**src/rtl/aes_round_sequencer_pkg.sv**
```systemverilog
// aes_seq_pkg: shared types and constants for the AES-128 round sequencer.
//   seq_state_e : sequencer FSM states (IDLE, LOAD, ROUND, DONE)
//   ROUND_MAX   : last AES-128 round number (10)
//   RCON_INIT   : first round constant of the key schedule
//   xtime()     : multiply-by-x in GF(2^8) reduced by 8'h1b
package aes_seq_pkg;

    typedef enum logic [1:0] {
        IDLE  = 2'd0,
        LOAD  = 2'd1,
        ROUND = 2'd2,
        DONE  = 2'd3
    } seq_state_e;

    localparam logic [3:0] ROUND_MAX = 4'd10;
    localparam logic [7:0] RCON_INIT = 8'h01;

    function automatic logic [7:0] xtime(input logic [7:0] b);
        return {b[6:0], 1'b0} ^ (b[7] ? 8'h1b : 8'h00);
    endfunction

endpackage

```
**src/rtl/aes_round_sequencer_if.sv**
```systemverilog
// aes_round_sequencer_if: plaintext/key request and ciphertext response
// handshakes of the round sequencer.
//   pt_i, key_i, valid_i / ready_o     : block request (byte 0 in bits 127:120)
//   ct_o, ct_valid_o / ct_ready_i      : ciphertext response
// Modports: master = requester/consumer side, slave = sequencer side.
interface aes_round_sequencer_if;
    logic [127:0] pt_i;
    logic [127:0] key_i;
    logic         valid_i;
    logic         ready_o;
    logic [127:0] ct_o;
    logic         ct_valid_o;
    logic         ct_ready_i;

    modport master (
        output pt_i, key_i, valid_i, ct_ready_i,
        input  ready_o, ct_o, ct_valid_o
    );

    modport slave (
        input  pt_i, key_i, valid_i, ct_ready_i,
        output ready_o, ct_o, ct_valid_o
    );
endinterface

```
**src/rtl/aes_round_sequencer_key_expand_step.sv**
```systemverilog
// aes_key_expand_step: one AES-128 key-schedule step, combinational.
//   k_i    : current round key (word 0 in bits 127:96)
//   rcon_i : round constant for this step
//   k_o    : next round key
module aes_key_expand_step (
    input  logic [127:0] k_i,
    input  logic [7:0]   rcon_i,
    output logic [127:0] k_o
);

    logic [31:0] rot_w;
    logic [31:0] sub_w;
    logic [31:0] t_w;
    logic [31:0] w0, w1, w2, w3;

    assign rot_w = {k_i[23:0], k_i[31:24]};

    for (genvar g = 0; g < 4; g++) begin : g_sbox
        aes_sbox_lut u_sbox (
            .a_i   (rot_w[8*g +: 8]),
            .dec_i (1'b0),
            .s_o   (sub_w[8*g +: 8])
        );
    end

    assign t_w = sub_w ^ {rcon_i, 24'h0};
    assign w0  = k_i[127:96] ^ t_w;
    assign w1  = k_i[95:64]  ^ w0;
    assign w2  = k_i[63:32]  ^ w1;
    assign w3  = k_i[31:0]   ^ w2;
    assign k_o = {w0, w1, w2, w3};

endmodule

```
**src/rtl/aes_sbox_lut.sv**
```systemverilog
// aes_sbox_lut: combinational AES S-box (dec_i=0) or inverse S-box (dec_i=1).
//   a_i   : input byte
//   dec_i : select inverse substitution
//   s_o   : substituted byte
// The table is generated from the GF(2^8) inverse and the affine map, which
// synthesis folds into a 256-entry lookup.
module aes_sbox_lut
    import aes_seq_pkg::*;
(
    input  logic [7:0] a_i,
    input  logic       dec_i,
    output logic [7:0] s_o
);

    function automatic logic [7:0] gf_mul(input logic [7:0] a, input logic [7:0] b);
        logic [7:0] p;
        logic [7:0] x;
        p = 8'h00;
        x = a;
        for (int i = 0; i < 8; i++) begin
            if (b[i]) p = p ^ x;
            x = xtime(x);
        end
        return p;
    endfunction

    // a^254 == a^-1 for a != 0, and maps 0 to 0 as the S-box requires.
    function automatic logic [7:0] gf_inv(input logic [7:0] a);
        logic [7:0] sq;
        logic [7:0] r;
        sq = a;
        r  = 8'h01;
        for (int i = 1; i < 8; i++) begin
            sq = gf_mul(sq, sq);
            r  = gf_mul(r, sq);
        end
        return r;
    endfunction

    function automatic logic [7:0] rotl(input logic [7:0] x, input int unsigned n);
        logic [15:0] xx;
        xx = {x, x} << n;
        return xx[15:8];
    endfunction

    logic [7:0] inv_fwd;
    logic [7:0] fwd_s;
    logic [7:0] pre_inv;
    logic [7:0] inv_s;

    always_comb begin
        inv_fwd = gf_inv(a_i);
        fwd_s   = inv_fwd ^ rotl(inv_fwd, 1) ^ rotl(inv_fwd, 2)
                ^ rotl(inv_fwd, 3) ^ rotl(inv_fwd, 4) ^ 8'h63;
        pre_inv = rotl(a_i, 1) ^ rotl(a_i, 3) ^ rotl(a_i, 6) ^ 8'h05;
        inv_s   = gf_inv(pre_inv);
        s_o     = dec_i ? inv_s : fwd_s;
    end

endmodule

```
**src/rtl/aes_round_sequencer.sv**
```systemverilog
// aes_round_sequencer: control and on-the-fly key expansion for a single-round
// AES-128 encrypt datapath. Accepts one plaintext/key pair, drives the datapath
// through rounds 0..10 (one per clock) and returns its final state as ciphertext.
//   clk, rst_n         : clock, asynchronous active-low reset
//   bus (slave)        : pt/key request handshake and ciphertext handshake
//   trig_o             : capture trigger, high during LOAD and all ROUND cycles
//   round1, load_i1    : round-0 strobe to datapath (round1 always 0)
//   round2, load_i2    : rounds 1..10 strobe to datapath
//   round_max          : constant 10
//   key_i1, key_i2     : round keys for the two strobes
//   data_i             : initial state (plaintext) during LOAD
//   data_o             : registered datapath state, forwarded as ct_o
// Parameter IDLE_ZERO: 1 = key_i1/key_i2/data_i read 0 outside their active
// cycle, 0 = they hold their last values.
// Macro AES_SEQ_TRIGGER_EN: when defined, trig_o is a flop; otherwise tied 0.
module aes_round_sequencer
    import aes_seq_pkg::*;
#(
    parameter bit IDLE_ZERO = 1'b1
) (
    input  logic                  clk,
    input  logic                  rst_n,
    aes_round_sequencer_if.slave  bus,
    output logic                  trig_o,
    output logic [3:0]            round1,
    output logic [3:0]            round2,
    output logic [3:0]            round_max,
    output logic                  load_i1,
    output logic                  load_i2,
    output logic [127:0]          key_i1,
    output logic [127:0]          key_i2,
    output logic [127:0]          data_i,
    input  logic [127:0]          data_o
);

    seq_state_e   state_q;
    logic [127:0] pt_q;
    logic [127:0] rk_q;
    logic [127:0] rk_d;
    logic [7:0]   rcon_q;
    logic [3:0]   rcnt_q;
    logic         ready_q;
    logic         ct_valid_q;
    logic         load1_q;
    logic         load2_q;
    logic [3:0]   round2_q;
    logic [127:0] key1_q;
    logic [127:0] key2_q;

    aes_key_expand_step u_key_step (
        .k_i    (rk_q),
        .rcon_i (rcon_q),
        .k_o    (rk_d)
    );

    // Output registers are loaded with the value they must show in the state
    // being entered, so every strobe lines up with its state cycle.
    always_ff @(posedge clk or negedge rst_n) begin
        if (!rst_n) begin
            state_q    <= IDLE;
            pt_q       <= '0;
            rk_q       <= '0;
            rcon_q     <= RCON_INIT;
            rcnt_q     <= '0;
            ready_q    <= 1'b1;
            ct_valid_q <= 1'b0;
            load1_q    <= 1'b0;
            load2_q    <= 1'b0;
            round2_q   <= '0;
            key1_q     <= '0;
            key2_q     <= '0;
        end else begin
            case (state_q)
                IDLE: begin
                    if (bus.valid_i) begin
                        pt_q    <= bus.pt_i;
                        rk_q    <= bus.key_i;
                        rcon_q  <= RCON_INIT;
                        key1_q  <= bus.key_i;
                        load1_q <= 1'b1;
                        ready_q <= 1'b0;
                        state_q <= LOAD;
                    end
                end
                LOAD: begin
                    rk_q     <= rk_d;
                    rcon_q   <= xtime(rcon_q);
                    rcnt_q   <= 4'd1;
                    load1_q  <= 1'b0;
                    load2_q  <= 1'b1;
                    round2_q <= 4'd1;
                    key2_q   <= rk_d;
                    if (IDLE_ZERO) key1_q <= '0;
                    state_q  <= ROUND;
                end
                ROUND: begin
                    rk_q   <= rk_d;
                    rcon_q <= xtime(rcon_q);
                    rcnt_q <= rcnt_q + 4'd1;
                    if (rcnt_q == ROUND_MAX) begin
                        load2_q    <= 1'b0;
                        round2_q   <= '0;
                        ct_valid_q <= 1'b1;
                        if (IDLE_ZERO) key2_q <= '0;
                        state_q    <= DONE;
                    end else begin
                        round2_q <= rcnt_q + 4'd1;
                        key2_q   <= rk_d;
                    end
                end
                DONE: begin
                    if (bus.ct_ready_i) begin
                        ct_valid_q <= 1'b0;
                        ready_q    <= 1'b1;
                        state_q    <= IDLE;
                    end
                end
                default: state_q <= IDLE;
            endcase
        end
    end

`ifdef AES_SEQ_TRIGGER_EN
    logic trig_q;

    // Rises with the accept edge, falls with the edge ending round 10.
    always_ff @(posedge clk or negedge rst_n) begin
        if (!rst_n) begin
            trig_q <= 1'b0;
        end else if (state_q == IDLE && bus.valid_i) begin
            trig_q <= 1'b1;
        end else if (state_q == ROUND && rcnt_q == ROUND_MAX) begin
            trig_q <= 1'b0;
        end
    end

    assign trig_o = trig_q;
`else
    assign trig_o = 1'b0;
`endif

    assign bus.ready_o    = ready_q;
    assign bus.ct_valid_o = ct_valid_q;
    assign bus.ct_o       = data_o;
    assign round1         = 4'd0;
    assign round2         = round2_q;
    assign round_max      = ROUND_MAX;
    assign load_i1        = load1_q;
    assign load_i2        = load2_q;
    assign key_i1         = key1_q;
    assign key_i2         = key2_q;
    // pt_q only changes on the accept edge, so this decode also gives the
    // hold-last-value behaviour when IDLE_ZERO is 0.
    assign data_i         = (IDLE_ZERO && !load1_q) ? '0 : pt_q;

endmodule

```
**src/flat_wrapper.sv**
```systemverilog
// flat-port wrapper written by rule: the top's interface ports become plain ports
module aes_round_sequencer_flat import aes_seq_pkg::*;
#(
    parameter bit IDLE_ZERO = 1'b1
)
  (clk, rst_n, trig_o, round1, round2, round_max, load_i1, load_i2, key_i1, key_i2, data_i, data_o, bus_pt_i, bus_key_i, bus_valid_i, bus_ct_ready_i, bus_ready_o, bus_ct_o, bus_ct_valid_o);
  aes_round_sequencer_if bus_i ();
  input  logic clk;
  input  logic rst_n;
  output logic trig_o;
  output logic [3:0] round1;
  output logic [3:0] round2;
  output logic [3:0] round_max;
  output logic load_i1;
  output logic load_i2;
  output logic [127:0] key_i1;
  output logic [127:0] key_i2;
  output logic [127:0] data_i;
  input  logic [127:0] data_o;
  input wire logic [$bits(bus_i.pt_i)-1:0] bus_pt_i;
  input wire logic [$bits(bus_i.key_i)-1:0] bus_key_i;
  input wire logic [$bits(bus_i.valid_i)-1:0] bus_valid_i;
  input wire logic [$bits(bus_i.ct_ready_i)-1:0] bus_ct_ready_i;
  output wire logic [$bits(bus_i.ready_o)-1:0] bus_ready_o;
  output wire logic [$bits(bus_i.ct_o)-1:0] bus_ct_o;
  output wire logic [$bits(bus_i.ct_valid_o)-1:0] bus_ct_valid_o;
  assign bus_i.pt_i = bus_pt_i;
  assign bus_i.key_i = bus_key_i;
  assign bus_i.valid_i = bus_valid_i;
  assign bus_i.ct_ready_i = bus_ct_ready_i;
  assign bus_ready_o = bus_i.ready_o;
  assign bus_ct_o = bus_i.ct_o;
  assign bus_ct_valid_o = bus_i.ct_valid_o;
  aes_round_sequencer #(.IDLE_ZERO(IDLE_ZERO)) u_core (.clk(clk), .rst_n(rst_n), .bus(bus_i), .trig_o(trig_o), .round1(round1), .round2(round2), .round_max(round_max), .load_i1(load_i1), .load_i2(load_i2), .key_i1(key_i1), .key_i2(key_i2), .data_i(data_i), .data_o(data_o));
endmodule
```
**config.mk**
```make
export PLATFORM = sky130hd
export DESIGN_NAME = aes_round_sequencer_flat
export DESIGN_NICKNAME = d
export VERILOG_FILES = /design/src/rtl/aes_round_sequencer_pkg.sv /design/src/rtl/aes_round_sequencer_if.sv /design/src/rtl/aes_round_sequencer_key_expand_step.sv /design/src/rtl/aes_sbox_lut.sv /design/src/rtl/aes_round_sequencer.sv /design/src/flat_wrapper.sv
export SDC_FILE = /design/constraint.sdc
export NUM_CORES = 2
export LEC_CHECK = 0
export ABC_CLOCK_PERIOD_IN_PS = 19100
export BUFFER_PORTS_ARGS = -buffer_cell sky130_fd_sc_hd__buf_2
export CORE_MARGIN = 4
export CORE_UTILIZATION = 60
export CTS_CLUSTER_SIZE = 12
export DETAILED_ROUTE_END_ITERATION = 12
export PLACE_DENSITY = 0.81
export SYNTH_ARGS = -nofsm -noshare
export SYNTH_HDL_FRONTEND = slang
export SYNTH_SLANG_ARGS = --single-unit
```
**constraint.sdc**
```tcl
create_clock -name clk -period 19.1 [get_ports clk]
set_input_delay 0.955 -clock clk [delete_from_list [all_inputs] [get_ports clk]]
set_output_delay 0.955 -clock clk [all_outputs]
set_load 0.01 [all_outputs]
```
Word level (Yosys, flattened, before mapping)
Cells that the tools add are included.
Operators by class
  add/sub/neg operators: 1
  eq/ne operators: 7
  multiplexer cells: 838
  bitwise logic cells: 782
  reductions and logical operators: 14
Operators by type and width (number)
  XOR 8 bit: 745
  two-way mux 8 bit: 421
  two-way mux 5 bit: 369
  one-hot mux 128 bit (2 select lines): 3
  two-way mux 128 bit: 3
  XOR 32 bit: 5
  two-way mux 7 bit: 4
  NOT 1 bit, first input constant: 28
  two-way mux 6 bit: 4
  two-way mux 4 bit: 5
  NOT 4 bit: 4
  one-hot mux 4 bit (2 select lines): 2
  one-hot mux 8 bit (2 select lines): 1
  two-way mux 2 bit: 7
  two-way mux 3 bit: 4
  two-way mux 1 bit: 10
  nonzero test 2 bit: 5
  AND reduction 3 bit: 3
  one-hot mux 1 bit (2 select lines): 4
  one-hot mux 2 bit (4 select lines): 1
  AND reduction 2 bit: 4
  adder 4 x 1 -> 4 bit, second input constant: 1
  equality test 2 bit, second input constant: 2
  equality test 4 bit, second input constant: 1
  other kinds (5): 6
Word-level totals
  flip-flop bits (word level): 534
  logic and storage cells: 1654

Logic depth before layout (Yosys ltp)
  word-level depth: 139
  mapped depth: 70
  mapped depth without buffers: 55

Hierarchy
Synthesis repeated with hierarchy kept, for this count alone.
Unflattened totals
  cell total of the unflattened synthesis: 18229
  area total of the unflattened synthesis: 142631.8 um^2
Modules (own cells, without submodules)
  aes_sbox_lut at u_core.u_key_step.g_sbox[1].u_sbox ...: times used 3, cells an instance 3962, area each 29258.1 um^2
  aes_sbox_lut at u_core.u_key_step.g_sbox[0].u_sbox: times used 1, cells an instance 4246, area each 30690.7 um^2
  aes_round_sequencer: times used 1, cells an instance 1921, area each 22612.9 um^2
  aes_key_expand_step: times used 1, cells an instance 176, area each 1554.0 um^2

Least setup slack after synthesis
OpenSTA, ideal clock, no wires.
  path type: reg2reg
  from: register u_core.rk_q[22]
  to: register u_core.rk_q[30]
  arrival: 15.546 ns
  setup slack: 3.429 ns
  cell stages (with the launch flop): 64
  path buffers: 13
  cells stage by stage: dfrtp_1 -> buf_4 -> buf_6 -> buf_6 -> buf_6 -> xor2_4 -> xor2_4 -> inv_2 -> buf_1 -> clkbuf_1 -> ha_1 -> buf_1 -> nand2_1 -> xor2_2 -> xnor2_2 -> inv_2 -> clkbuf_1 -> clkbuf_1 -> [... 28 more ...] -> xor3_2 -> xor3_2 -> xnor2_1 -> mux2_1 -> a21oi_1 -> o21ai_1 -> a222oi_1 -> xor2_2 -> xor2_1 -> xnor2_1 -> nor2_2 -> xnor3_1 -> xnor2_1 -> xnor2_1 -> xnor3_2 -> xnor2_1 -> xor3_1 -> o311a_1
Between the ends
  longest elaborated chain between the ends: 134
  elaborated cells between the ends (all ways): 392
Ends and longest elaborated chain
  start: declaration: RTL line aes_round_sequencer.sv:38  | logic [127:0] rk_q;
  start signal: assignment: RTL line aes_round_sequencer.sv:77  | rk_q <= bus.key_i;
  start signal: assignment: RTL line aes_round_sequencer.sv:86  | rk_q <= rk_d;
  start signal: assignment: RTL line aes_round_sequencer.sv:97  | rk_q <= rk_d;
  XOR 8 bit or two-way mux 8 bit (tied branches): RTL line aes_round_sequencer_pkg.sv:19, aes_sbox_lut.sv:21
  XOR 8 bit or two-way mux 5 bit (tied branches): RTL line aes_sbox_lut.sv:21, aes_round_sequencer_pkg.sv:19
  two-way mux 8 bit or XOR 8 bit (tied branches): RTL line aes_sbox_lut.sv:21, aes_round_sequencer_pkg.sv:19
  XOR 8 bit: RTL line aes_sbox_lut.sv:21  | if (b[i]) p = p ^ x;
  two-way mux 8 bit: RTL line aes_sbox_lut.sv:21
  XOR 8 bit: RTL line aes_sbox_lut.sv:21
  two-way mux 8 bit: RTL line aes_sbox_lut.sv:21
  XOR 8 bit: RTL line aes_sbox_lut.sv:21
  [... 118 more ...]
  XOR 8 bit *: RTL line aes_sbox_lut.sv:54  | ^ rotl(inv_fwd, 3) ^ rotl(inv_fwd, 4) ^ 8'h63;
  NOT 4 bit (no line) *
  XOR 32 bit *: RTL line aes_round_sequencer_key_expand_step.sv:26  | assign t_w = sub_w ^ {rcon_i, 24'h0};
  XOR 32 bit *: RTL line aes_round_sequencer_key_expand_step.sv:27  | assign w0 = k_i[127:96] ^ t_w;
  XOR 32 bit *: RTL line aes_round_sequencer_key_expand_step.sv:28  | assign w1 = k_i[95:64] ^ w0;
  XOR 32 bit *: RTL line aes_round_sequencer_key_expand_step.sv:29  | assign w2 = k_i[63:32] ^ w1;
  XOR 32 bit *: RTL line aes_round_sequencer_key_expand_step.sv:30  | assign w3 = k_i[31:0] ^ w2;
  one-hot mux 128 bit (2 select lines) *: RTL line aes_round_sequencer.sv:73  | case (state_q)
Mark *: on every way between the ends. The rest lies on a longest branch, timed or not.
A chain may end at the register's enable or synchronous reset.

Worst setup path after layout
  from: register u_core.rk_q[7]
  to: register u_core.rk_q[10]
Between the ends
  longest elaborated chain between the ends: 134
  elaborated cells between the ends (all ways): 391
Ends and longest elaborated chain (RTL line)
  two-way mux 5 bit or two-way mux 8 bit (tied branches): aes_round_sequencer_pkg.sv:19, aes_sbox_lut.sv:21
  XOR 8 bit (on tied branches): aes_round_sequencer_pkg.sv:19, aes_sbox_lut.sv:21
  XOR 8 bit or two-way mux 8 bit (tied branches): aes_sbox_lut.sv:21
  two-way mux 8 bit or XOR 8 bit (tied branches): aes_sbox_lut.sv:21
  XOR 8 bit or two-way mux 8 bit (tied branches): aes_sbox_lut.sv:21
  two-way mux 8 bit or XOR 8 bit (tied branches): aes_sbox_lut.sv:21
  XOR 8 bit or two-way mux 8 bit (tied branches): aes_sbox_lut.sv:21
  two-way mux 8 bit or XOR 8 bit (tied branches): aes_sbox_lut.sv:21
  [... 118 more ...]
  XOR 8 bit: aes_sbox_lut.sv:54
  XOR 8 bit *: aes_sbox_lut.sv:54
  XOR 32 bit *: aes_round_sequencer_key_expand_step.sv:26
  XOR 32 bit *: aes_round_sequencer_key_expand_step.sv:27
  XOR 32 bit *: aes_round_sequencer_key_expand_step.sv:28
  XOR 32 bit *: aes_round_sequencer_key_expand_step.sv:29
  XOR 32 bit *: aes_round_sequencer_key_expand_step.sv:30
  one-hot mux 128 bit (2 select lines) *: aes_round_sequencer.sv:73
Marked as above.

==> metrics.cfg <==
[run_status]
status=finished clean

[die]
dieHeight_um=381
initial_utilization=0.606
die_w_um=381
row_count=136
ios=917
core_area_um2=138000
fp.dieArea_um2=145000

[drt]
drt_pass1_iterations=9
totalWireLength_um=305000
antenna_left=0
vias=80500
viasPerCell=6.40
wl_per_cell_um=24.3
drc=0
first_iter_violations=11400

[global_routing]
grt_pass1_wl_um=459000
overflow=0
grt_max_degree=131
grtUsageTotal=0.400
antenna_found_initial=38
first_global_vias=74500

[yosys]
synth-async-reset-ratio=1.00
yosys.area.top_type=xnor2_1
yosysWarnings=0
syn-cell-area_um2=83600
synthTopCellsByCount=xnor2_1, nand2_1, nor2_1
ys.flop_type=dfrtp_1
synth_area_per_cell_um2=7.99
yosysMostFrequentCell=xnor2_1
synth_edf_count=0
ys_ff_latch=534
yosysTopAreaCellShare=0.163
synth_cell_types=126
netlist_top_cells_area=xnor2_1, dfrtp_1, xnor3_1, nand2_1, nor2_1
syn-instance-count=10500
ys_seq_area_frac=0.160

[setup_path]
rr_startpoint=u_core.rk_q[7]
start_kind=register
worst_r2r_path_depth=53
r2r_slack_ns=0.77
cp.arrival_ns=18.92
critPathSlowestCell=dfrtp_1
crit_type=register to register
path_common_cell=xnor3_1
critPathMaxStageDelay_ns=0.86
crit_fanout=22
crit_required_ns=19.69
r2r_end=u_core.rk_q[10]
crit_path_end_kind=register

[clock_network]
numCtsBuffers=67
cts_resized=0
root_buffer=clkbuf_16
cts_max_level=3
clock_path_buffers=3
postCtsHoldBufs=0
postCtsSetupBuffers=0
path_clk_slew_ns=0.06
clk_latency_ns=0.71
numClockSinks=534
cts_tree=done

[sta]
tightest_slew_ns=1.28
slew_violations=0
rsz0062_at_grt=no
finalCritPeriodShare=0.960
worst_clock_skew_ns=0.0386
maxSlewHeadroom=0.146
min_period_ns=18.33
finalSetupTns_ns=0
setup_viol=0
fmax_mhz=54.6
finalHoldViolCount=0

[hold_path]
hp-class=input port to async pin

[placed_design]
hpwlAfterDp_um=227000
io_buffers=651
gp_congestion=1.04

[final_layout]
multi_input_comb_area_um2=65700
drive_above_1_share=0.142
seq_area_um2=13400
syn2layout_area_growth_pct=8.06
final_nets=11100
nFillCells=11800

[job]
max_cap_viol_count=0

[how the worst max path moves through the flow]
stage                          from                end  slack (ns)
global route        u_core.rk_q[16]  u_core.key_i2[30]       0.003
CTS                  u_core.rk_q[8]  u_core.key_i2[16]        0.25
floorplan           u_core.rk_q[22]    u_core.rk_q[30]        3.43
detailed placement   u_core.rk_q[8]  u_core.key_i2[16]        0.33
global placement     u_core.rk_q[8]  u_core.key_i2[16]        0.41
finish               u_core.rk_q[7]    u_core.rk_q[10]        0.77
[sequential cells by signal, indices dropped and copies added, names as in the netlist]
register and count:
u_core.key_i1 128, u_core.pt_q 128, u_core.load_i1 1, u_core.round2 4, u_core.bus.ready_o 1, u_core.bus.ct_valid_o 1
u_core.rcon_q 8, u_core.key_i2 128, u_core.rcnt_q 4, u_core.state_q 2, u_core.load_i2 1, u_core.rk_q 128
[worst max-delay path, delay by kind of cell, from the launching register on]
kind            cells  cell delay [ns]
xor+xnor           27            11.03
flops               1             0.86
simple gates       10             2.52
compound gates      9             1.84
buf+inv             3             0.62
fa+ha+maj           2             0.90
mux                 2             0.43
[stage by stage]
stage               std cells   util  hold slack (ns)  instance area, µm²  worst slack [ns]
floorplan               10500      -            0.437               83700              3.43
global placement        12400  0.637            0.449               88000             0.409
detailed placement      12400  0.637            0.454               88000             0.329
CTS                     12600  0.654            0.293               90200             0.252
global route            12600  0.655            0.321               90300           0.00266
finish                  12600  0.655            0.278               90400             0.771
[cell families (layout without fill, tap and decap cells)]
group,count (synthesis),after routing,share of synthesized area
AO/OA/AOI/OAI,2148,2148,0.172
XOR/XNOR,2676,2676,0.375
adder cells (fa/ha/maj),25,25,0.00374
buffers and inverters,1099,1316,0.0607
flip-flops,534,534,0.160
multiplexers,289,289,0.0361
other,2,25,0.0000898
AND/OR/NAND/NOR,3698,3698,0.192
[layer usage]
layer / GRT usage / up-vias / share of wire
met3: 0.108 / 794 / 0.13
li1: - / 36100 / -
met5: 0.00959 / - / 0.0012
met1: 0.535 / 38700 / 0.39
met4: 0.164 / 22 / 0.047
met2: 0.611 / 4935 / 0.44
[layout make-up]
type	instances	area share
diodes	16	0.000443
repair buffers	1011	0.0661
inverters	189	0.00793
clock buffers	87	0.0204
multi-input cells	8845	0.727
flip-flops and latches	534	0.148
clock inverters	29	0.00464
well taps	1863	0.0258
[layout by cell type, fill, tap and decap left out, drive strengths merged, types with 259 or more instances in the layout]
cell type,synthesis,layout
a21oi,514,514
buf,403,1011
dfrtp,532,532
nand2,1353,1353
nand3,259,259
nor2,1254,1254
nor3,259,259
o21ai,484,484
xnor2,1704,1704
xnor3,389,389
xor2,532,532
Power is not shown: default switching activity piles up to over one toggle a cycle in this logic, so the estimate is an artifact.
